File: src/rtl/pipeline_if_stage.sv
// Instruction fetch: PC register, imem req/ready handshake, one-entry hold buffer, IF/ID register.
// Latency: a word returned on imem_ready reaches IF/ID at the next edge (from the buffer once a stall clears).
// Backpressure: shouldStall holds PC and IF/ID. Perf counters are present only when IF_PERF_CNT_EN is defined.
module pipeline_if_stage #(
    parameter logic [31:0] RESET_PC  = 32'h0000_0000,
    parameter logic [31:0] NOP_INSTR = 32'h0000_0000
) (
    input  logic        clk,
    input  logic        rst,
    input  logic        shouldStall,
    input  logic        shouldJumpOrBranch,
    input  logic [31:0] redirectTarget,
    output logic        imem_req,
    output logic [31:0] imem_addr,
    input  logic [31:0] imem_rdata,
    input  logic        imem_ready,
    output logic [31:0] id_instruction,
    output logic [31:0] id_pc,
    output logic [31:0] id_pcPlus4,
    output logic        id_valid,
    output logic [31:0] perf_stallCycles,
    output logic [31:0] perf_flushCount
);

    typedef struct packed {
        logic [31:0] instr;
        logic [31:0] pc;
        logic [31:0] pcPlus4;
        logic        valid;
    } ifIdT;

    localparam ifIdT BUBBLE = '{instr: NOP_INSTR, pc: 32'h0, pcPlus4: 32'h0, valid: 1'b0};

    localparam logic [1:0] RUN      = 2'd0;
    localparam logic [1:0] WAIT     = 2'd1;
    localparam logic [1:0] DISCARD  = 2'd2;
    localparam logic [1:0] BUFFERED = 2'd3;

    logic [1:0]  state, stateNext;
    logic [31:0] pc, pcNext;
    logic [31:0] reqAddr, reqAddrNext;
    logic [31:0] bufInstr, bufInstrNext;
    ifIdT        ifId, ifIdNext;
    logic [31:0] redirectPc;

    assign redirectPc = redirectTarget & ~32'h3;

    // The address stays on reqAddr for every cycle a request is outstanding.
    assign imem_addr = (state == RUN) ? pc : reqAddr;
    assign imem_req  = !rst && ((state == WAIT) || (state == DISCARD) ||
                                ((state == RUN) && !shouldStall));

    always_comb begin
        stateNext    = state;
        pcNext       = pc;
        reqAddrNext  = reqAddr;
        bufInstrNext = bufInstr;
        ifIdNext     = ifId;
        if (shouldJumpOrBranch) begin
            // No delay slot: whatever was in flight behind the redirect is squashed.
            pcNext   = redirectPc;
            ifIdNext = BUBBLE;
            case (state)
                RUN: begin
                    if (imem_req && !imem_ready) begin
                        reqAddrNext = pc;
                        stateNext   = DISCARD;
                    end
                end
                WAIT, DISCARD: stateNext = imem_ready ? RUN : DISCARD;
                default:       stateNext = RUN;
            endcase
        end else begin
            case (state)
                RUN: begin
                    if (!shouldStall) begin
                        if (imem_ready) begin
                            ifIdNext = '{instr: imem_rdata, pc: pc, pcPlus4: pc + 32'd4, valid: 1'b1};
                            pcNext   = pc + 32'd4;
                        end else begin
                            ifIdNext    = BUBBLE;
                            reqAddrNext = pc;
                            stateNext   = WAIT;
                        end
                    end
                end
                WAIT: begin
                    if (imem_ready) begin
                        if (shouldStall) begin
                            bufInstrNext = imem_rdata;
                            stateNext    = BUFFERED;
                        end else begin
                            ifIdNext  = '{instr: imem_rdata, pc: reqAddr,
                                          pcPlus4: reqAddr + 32'd4, valid: 1'b1};
                            pcNext    = reqAddr + 32'd4;
                            stateNext = RUN;
                        end
                    end else if (!shouldStall) begin
                        ifIdNext = BUBBLE;
                    end
                end
                DISCARD: begin
                    if (!shouldStall) ifIdNext = BUBBLE;
                    if (imem_ready) stateNext = RUN;
                end
                default: begin
                    if (!shouldStall) begin
                        ifIdNext  = '{instr: bufInstr, pc: pc, pcPlus4: pc + 32'd4, valid: 1'b1};
                        pcNext    = pc + 32'd4;
                        stateNext = RUN;
                    end
                end
            endcase
        end
    end

    always_ff @(posedge clk) begin
        if (rst) begin
            state    <= RUN;
            pc       <= RESET_PC;
            reqAddr  <= RESET_PC;
            bufInstr <= NOP_INSTR;
            ifId     <= BUBBLE;
        end else begin
            state    <= stateNext;
            pc       <= pcNext;
            reqAddr  <= reqAddrNext;
            bufInstr <= bufInstrNext;
            ifId     <= ifIdNext;
        end
    end

    assign id_instruction = ifId.instr;
    assign id_pc          = ifId.pc;
    assign id_pcPlus4     = ifId.pcPlus4;
    assign id_valid       = ifId.valid;

`ifdef IF_PERF_CNT_EN
    logic [31:0] stallCnt;
    logic [31:0] flushCnt;

    always_ff @(posedge clk) begin
        if (rst) begin
            stallCnt <= 32'h0;
            flushCnt <= 32'h0;
        end else begin
            if (shouldJumpOrBranch) flushCnt <= flushCnt + 32'd1;
            else if (shouldStall)   stallCnt <= stallCnt + 32'd1;
        end
    end

    assign perf_stallCycles = stallCnt;
    assign perf_flushCount  = flushCnt;
`else
    assign perf_stallCycles = 32'h0;
    assign perf_flushCount  = 32'h0;
`endif

endmodule

File: config.mk
export PLATFORM = sky130hd
export DESIGN_NAME = pipeline_if_stage
export DESIGN_NICKNAME = d
export VERILOG_FILES = /design/src/rtl/pipeline_if_stage.sv
export SDC_FILE = /design/constraint.sdc
export NUM_CORES = 1
export LEC_CHECK = 0
export CAP_MARGIN = 40
export CORE_MARGIN = 1.5
export CORE_UTILIZATION = 35
export CTS_CLUSTER_SIZE = 28
export DETAILED_ROUTE_END_ITERATION = 7
export HOLD_SLACK_MARGIN = 0.06
export SETUP_SLACK_MARGIN = 0.02
export SLEW_MARGIN = 15
export SYNTH_ARGS = -nofsm -noshare
export SYNTH_HDL_FRONTEND = slang
export SYNTH_SLANG_ARGS = --single-unit
export TNS_END_PERCENT = 5
File: constraint.sdc
create_clock -name clk -period 3 [get_ports clk]
set_clock_uncertainty 0.15 [all_clocks]
set_input_delay 0.6 -clock clk [delete_from_list [all_inputs] [get_ports clk]]
set_output_delay 0.6 -clock clk [all_outputs]
set_load 0.05 [all_outputs]
# == Word-level counts from Yosys, hierarchy flattened ==
# Index checks and enable logic that the tools add are counted.
# op_classes
mux,32
eq_ne,18
bitwise,3
addsub,2
reduce_logical,17
# ops
operator,count
$mux W97,6
$mux W32,13
$pmux W97 S3,1
$pmux W32 S3,1
$add A32 B3 Y32 const B,2
$mux W2,9
$ne A3 B3 Y1 const B,6
$reduce_and A4 Y1,4
$ne A2 B2 Y1 const B,5
$pmux W2 S3,1
$reduce_and A6 Y1,1
$ne A2 B1 Y1 const B,2
$ne A4 B1 Y1 const B,1
$pmux W2 S2,1
$reduce_or A2 Y1,2
$logic_and A1 B1 Y1,3
$logic_not A1 Y1,3
$ne A3 B1 Y1 const B,1
$ne A3 B2 Y1 const B,1
$not A1 Y1,3
$reduce_and A3 Y1,1
$eq A2 B1 Y1 const B,1
$eq A2 B2 Y1 const B,1
$logic_not A2 Y1,1
$logic_or A1 B1 Y1,2
# totals
in_bits,69
reg_bits,195
elab_cells,81
output_inout_bits,194

# == Logic depth before layout (Yosys ltp) ==
# depth
depth_word,8
ltp_mapped,10

# == Worst setup path after synthesis ==
# No wires, ideal clock.
# synth_timing
kind,register to output
start,register state[0]
end,output imem_addr[12]
arrival_time_ns,2.372
required_time_ns,2.250
path_slack_ns,-0.122
stages_incl_launch_ff,7
cell_sequence,dfxtp_1 > inv_1 > ha_1 > clkbuf_1 > clkbuf_1 > buf_1 > o21ai_0
# synth_between
elab_chain_cells,2
# synth_rtl
element,line_no,text
"start, declared",39,"logic [1:0] state, stateNext;"
"start signal, assigned",125,state <= stateNext;
$logic_not A2 Y1,49,assign imem_addr = (state == RUN) ? pc : reqAddr;
$mux W32,49,
"end, declared",14,"output logic [31:0] imem_addr,"
# Every way passes these cells.

# == Final worst setup path ==
# layout_timing
start,register state[0]
end,output imem_req
# layout_between
elab_chain_cells,4
# layout_rtl
element,line_no,text
"$eq A2 B1 Y1, or another cell as far along",50,assign imem_req = !rst && ((state == WAIT) || (state == DISCARD) ||
$logic_or A1 B1 Y1 or $logic_and A1 B1 Y1 (tied branches),"50, 51",
$logic_or A1 B1 Y1 *,50,
$logic_and A1 B1 Y1 *,50,
"end, declared",13,"output logic imem_req,"
# Every way passes the cells marked *; elsewhere a longest branch is shown, timed or not.

==> results.md <==
Pwr:
- The power density relative to cell area is 563 nW/um^2.
- The relative contribution of the clock network to total power is 0.322.
- The share of total power dissipated in combinational logic is 0.303.
- Cell internal power was estimated by the tool at roughly 0.0048 W.
- Power comes to 0.00760 W.
- Of the total power, registers draw 0.375.
- Summed over all nets, the switching power comes to 0.00285 W.
- Across the VDD grid, the largest voltage drop is 0.363 mV.
- The switching part of the total is 0.375.
- The standby leakage power is 4.82 nW.

Routing:
- The remaining antenna violation count is 0.
- In the final routing, the length of wire on met1 measures 15900 um.
- After detailed routing, the met3 layer carries 2640 um of wire.
- For this block, the via count after detailed routing is 10400.
- The count of unresolved DRC violations after routing is 0.
- The count of routing violations after the opening detailed-route iteration is 896.
- The number of detailed-route iterations in the first pass is 5.
- In the routed layout, each cell is associated on average with a via count of 5.39.
- After detailed routing, the average wire length per cell comes to roughly 18 um.
- The total wire length after detailed routing is 35700 um.
- In this run the top signal layer used is met4.
- The met2 layer wire length in the routed design is between 15000 and 20000 um.

Min path:
- The worst min-delay path category is register to register.
- Along the worst hold path, the cell count comes to 2.

Yosys:
- The sequential area share after synthesis is 0.367.
- The distinct cell type count of the synthesized netlist is 63.
- The proportion of netlist area held by the largest area contributor is 0.367.
- The synthesized design spends more area on one cell type than any other, namely sky130_fd_sc_hd__dfxtp_1.
- The synthesized instance count is 1391.
- The mean instance size in the synthesized netlist is between 7 and 8 sq um.
- The number of flops mapped to enable cells by yosys is 0.
- After synthesis, the cell types taking the most area are sky130_fd_sc_hd__dfxtp_1 (37%), sky130_fd_sc_hd__nand2_1 (9.1%), sky130_fd_sc_hd__a21oi_1 (6.6%), sky130_fd_sc_hd__a22oi_1 (6.3%), sky130_fd_sc_hd__nor2_1 (4.9%).
- The async set or reset register ratio after synthesis is 0.
- By count the netlist is led by sky130_fd_sc_hd__nand2_1 (257), sky130_fd_sc_hd__dfxtp_1 (195), sky130_fd_sc_hd__a21oi_1 (140), sky130_fd_sc_hd__nor2_1 (138), sky130_fd_sc_hd__clkbuf_1 (100).
- The register bit count reported by yosys is 195.
- The area of the mapped netlist is 10600 sq um.
- The primary flip-flop cell chosen by synthesis mapping is sky130_fd_sc_hd__dfxtp_1.
- The most used standard cell by instance count after synthesis is sky130_fd_sc_hd__nand2_1.
- The total number of yosys warnings is 0.

GRT:
- The first global-routing pass estimated 55300 um of wire.
- In the global route stage, overall resource usage came out at 0.225.
- For this run the aggregate overflow at the end of global routing stands at 0.
- The pin count of the biggest net entering global routing is 59.
- The number of antenna violations at the first check in global routing is 0.
- The via count of the first global-routing pass is a little under 10000.

STA:
- The worst relative slew slack is 0.554.
- The max-slew violation count is 0.
- Setup repair after global routing left no endpoint under its margin.
- The peak clock frequency supported by timing is roughly 350 MHz.
- The total count of hold-check failures in the final report was 0.
- Dividing the final minimum period by the clock period gives 0.947.
- The transition at the pin with the smallest max-transition slack is 0.666 ns.
- The worst path needs 2.84 ns of the cycle, external delays included.
- The setup violation total in the final timing report is 0.

Placed design:
- Detailed placement ended at an HPWL of 24500 um.
- The post-placement cell area is around 13000 sq um.
- The placer congestion estimate is 0.870.
- In this run the tool buffered the top-level ports with 196 buffer cells.

Flow run:
- Max-cap violations in this run came to 0.

CTS:
- The number of H-tree levels is 4.
- The clock latency at the later pin of the worst-skew pair is between 0.4 and 0.5 ns.
- The clock tree buffer depth is 2.
- The total number of clock tree sinks is 195.
- After clock tree synthesis, the clock-pin slew on the worst setup and hold paths is 0.07 ns.
- CTS placed an instance of sky130_fd_sc_hd__clkbuf_16 at the clock tree root.
- The buffer count from post-CTS setup fixing is 0.
- The CTS tree is built.
- The number of clock buffers inserted by TritonCTS is 17.
- In this run, post-CTS hold repair placed 0 buffers.

Floorplanning:
- 263 I/O pins were placed.
- For this configuration, the core starts out at a cell density of 0.357.
- The number of rows in the core area is 63.
- The height of the die is 177 um.
- The die covers 31400 sq um.
- Measured along the x axis, the die boundary spans 177 um.
- The region available for standard cell placement spans 29800 sq um.

Setup path:
- For the worst setup path, the data arrival time is around 2.1 ns.
- For the worst setup path, the data required time is 2.25 ns.
- The critical setup path kind is register to output pin.
- STA classifies the critical path startpoint as a register.
- The length in cells of the worst reg-to-reg path is 6.
- By instance count, the cell type seen most on the critical path is sky130_fd_sc_hd__inv_1.
- Along the worst path, the maximum fanout reaches 24.
- The master of the slowest instance on the critical path is sky130_fd_sc_hd__dfxtp_1.
- The signal on the critical path passes through inv_1 -> ha_2 -> buf_4 -> nor2b_1 -> o21ai_1 -> inv_1 -> buf_12.
- The element type at the critical path end is an output pin.
- The largest stage delay on the critical path is 0.39 ns.

Layout:
- Counting the fill cells in the layout gives 2976.
- The count of inserted antenna diode cells is 0.
- The layout overhead on the synthesized area is 27.1%.
- After the last flow step, the layout net total stands at 1608.
- The final design instance area without fill is 13500 sq um.
- The share of post-route cells with drive strength above 1 is 0.118.

Run status:
- The run finished with clean final reports.
==> through the flow <==
step                setup WS [ns]  cells  hold slack [ns]  setup TNS, ns  utilization
floorplan                  -0.122   1454            0.287         -0.244            -
global placement           0.0240   1903            0.291              0        0.432
detailed placement        0.00984   1904            0.297              0        0.433
CTS                        0.0293   1936            0.308              0        0.453
global route               0.0341   1936            0.324              0        0.453
finish                      0.158   1936            0.305              0        0.453
==> metal layers <==
layer,vias to the layer above,track usage
met3,39,0.0403
li1,4991,-
met1,4948,0.313
met4,0,0.0665
met2,455,0.354
met5,-,0
==> state kept, by name, indices dropped and copies added (netlist names), named ones only <==
| register | flops |
|---|---|
| pc | 30 |
| state | 2 |
| id_valid | 1 |
| id_pcPlus4 | 32 |
| bufInstr | 32 |
| id_pc | 32 |
| id_instruction | 32 |
| reqAddr | 32 |
==> layout make-up <==
| class | count | area, sq um | area share |
|---|---|---|---|
| clock buffers | 19 | 453 | 0.0335 |
| clock inverters | 13 | 163 | 0.0120 |
| inverters | 15 | 56.3 | 0.00417 |
| multi-input cells | 1048 | 5940 | 0.440 |
| flip-flops and latches | 195 | 3900 | 0.289 |
| well taps | 390 | 488 | 0.0361 |
| repair buffers | 256 | 2510 | 0.186 |
==> worst max-delay path, delay by kind of cell, from the launching register on <==
kind | cells | cell delay (ns)
buffers and inverters | 4 | 0.60
DFF | 1 | 0.39
AOI/OAI and AO/OA | 1 | 0.30
adders and majority gates | 1 | 0.19
and+or+nand+nor | 1 | 0.17
==> cells in the final DEF (no fill, tap or decap), types with 8 or more instances in the layout <==
cell type / Yosys / final
sky130_fd_sc_hd__dfxtp_1: 195 / 195
sky130_fd_sc_hd__nand2_1: 257 / 256
sky130_fd_sc_hd__xor2_1: 19 / 19
sky130_fd_sc_hd__buf_4: 67 / 79
sky130_fd_sc_hd__conb_1: 1 / 64
sky130_fd_sc_hd__o22ai_1: 13 / 13
sky130_fd_sc_hd__nor3_1: 12 / 12
sky130_fd_sc_hd__clkbuf_16: 0 / 17
sky130_fd_sc_hd__o21ai_0: 70 / 69
sky130_fd_sc_hd__o221ai_1: 11 / 11
sky130_fd_sc_hd__nand3_1: 34 / 34
sky130_fd_sc_hd__a22oi_1: 89 / 89
sky130_fd_sc_hd__xnor2_1: 37 / 37
sky130_fd_sc_hd__o211ai_1: 9 / 9
sky130_fd_sc_hd__a221oi_1: 8 / 8
sky130_fd_sc_hd__nor2_1: 138 / 135
sky130_fd_sc_hd__inv_1: 15 / 15
sky130_fd_sc_hd__mux2_2: 30 / 30
sky130_fd_sc_hd__nand4_1: 14 / 14
sky130_fd_sc_hd__a21oi_1: 140 / 139
sky130_fd_sc_hd__clkdlybuf4s50_1: 0 / 162
sky130_fd_sc_hd__mux2i_1: 15 / 15
sky130_fd_sc_hd__buf_12: 0 / 13
==> final timing paths <==
check / startpoint / endpoint / slack [ns]
setup / recovery: state[0]$_SDFFE_PP0P_ / imem_req / 0.16
hold / removal: id_valid$_SDFFE_PP0P_ / id_valid$_SDFFE_PP0P_ / 0.31
setup reg to reg: reqAddr[5]$_SDFFE_PP0P_ / id_pcPlus4[19]$_SDFFE_PP0P_ / 0.28
hold reg to reg: id_valid$_SDFFE_PP0P_ / id_valid$_SDFFE_PP0P_ / 0.31
==> power by group through the flow <==
stage               clock, W  combinational (W)  sequential [W]
finish               0.00245            0.00230         0.00285
global placement           0            0.00227         0.00291
global route         0.00259            0.00246         0.00287
floorplan                  0            0.00152         0.00295
CTS                  0.00249            0.00230         0.00285
detailed placement         0            0.00229         0.00291
==> cell families (layout without fill, tap and decap cells) <==
family	count (synthesis)	after routing	share of synthesized area
DFF	195	195	0.367
AOI/OAI and AO/OA	377	377	0.222
buffers and inverters	211	303	0.101
xor gates and xnor gates	56	56	0.0461
adders and majority gates	6	6	0.00706
and+or+nand+nor	500	500	0.211
other	1	64	0.000353
muxes	45	45	0.0459
==> what timing repair did <==
action                                 CTS  global route
endpoints found under the hold margin    0             0
resized for setup                        0             1
setup endpoints to repair                0             1
Note: power is estimated with default switching activity, not from simulation.
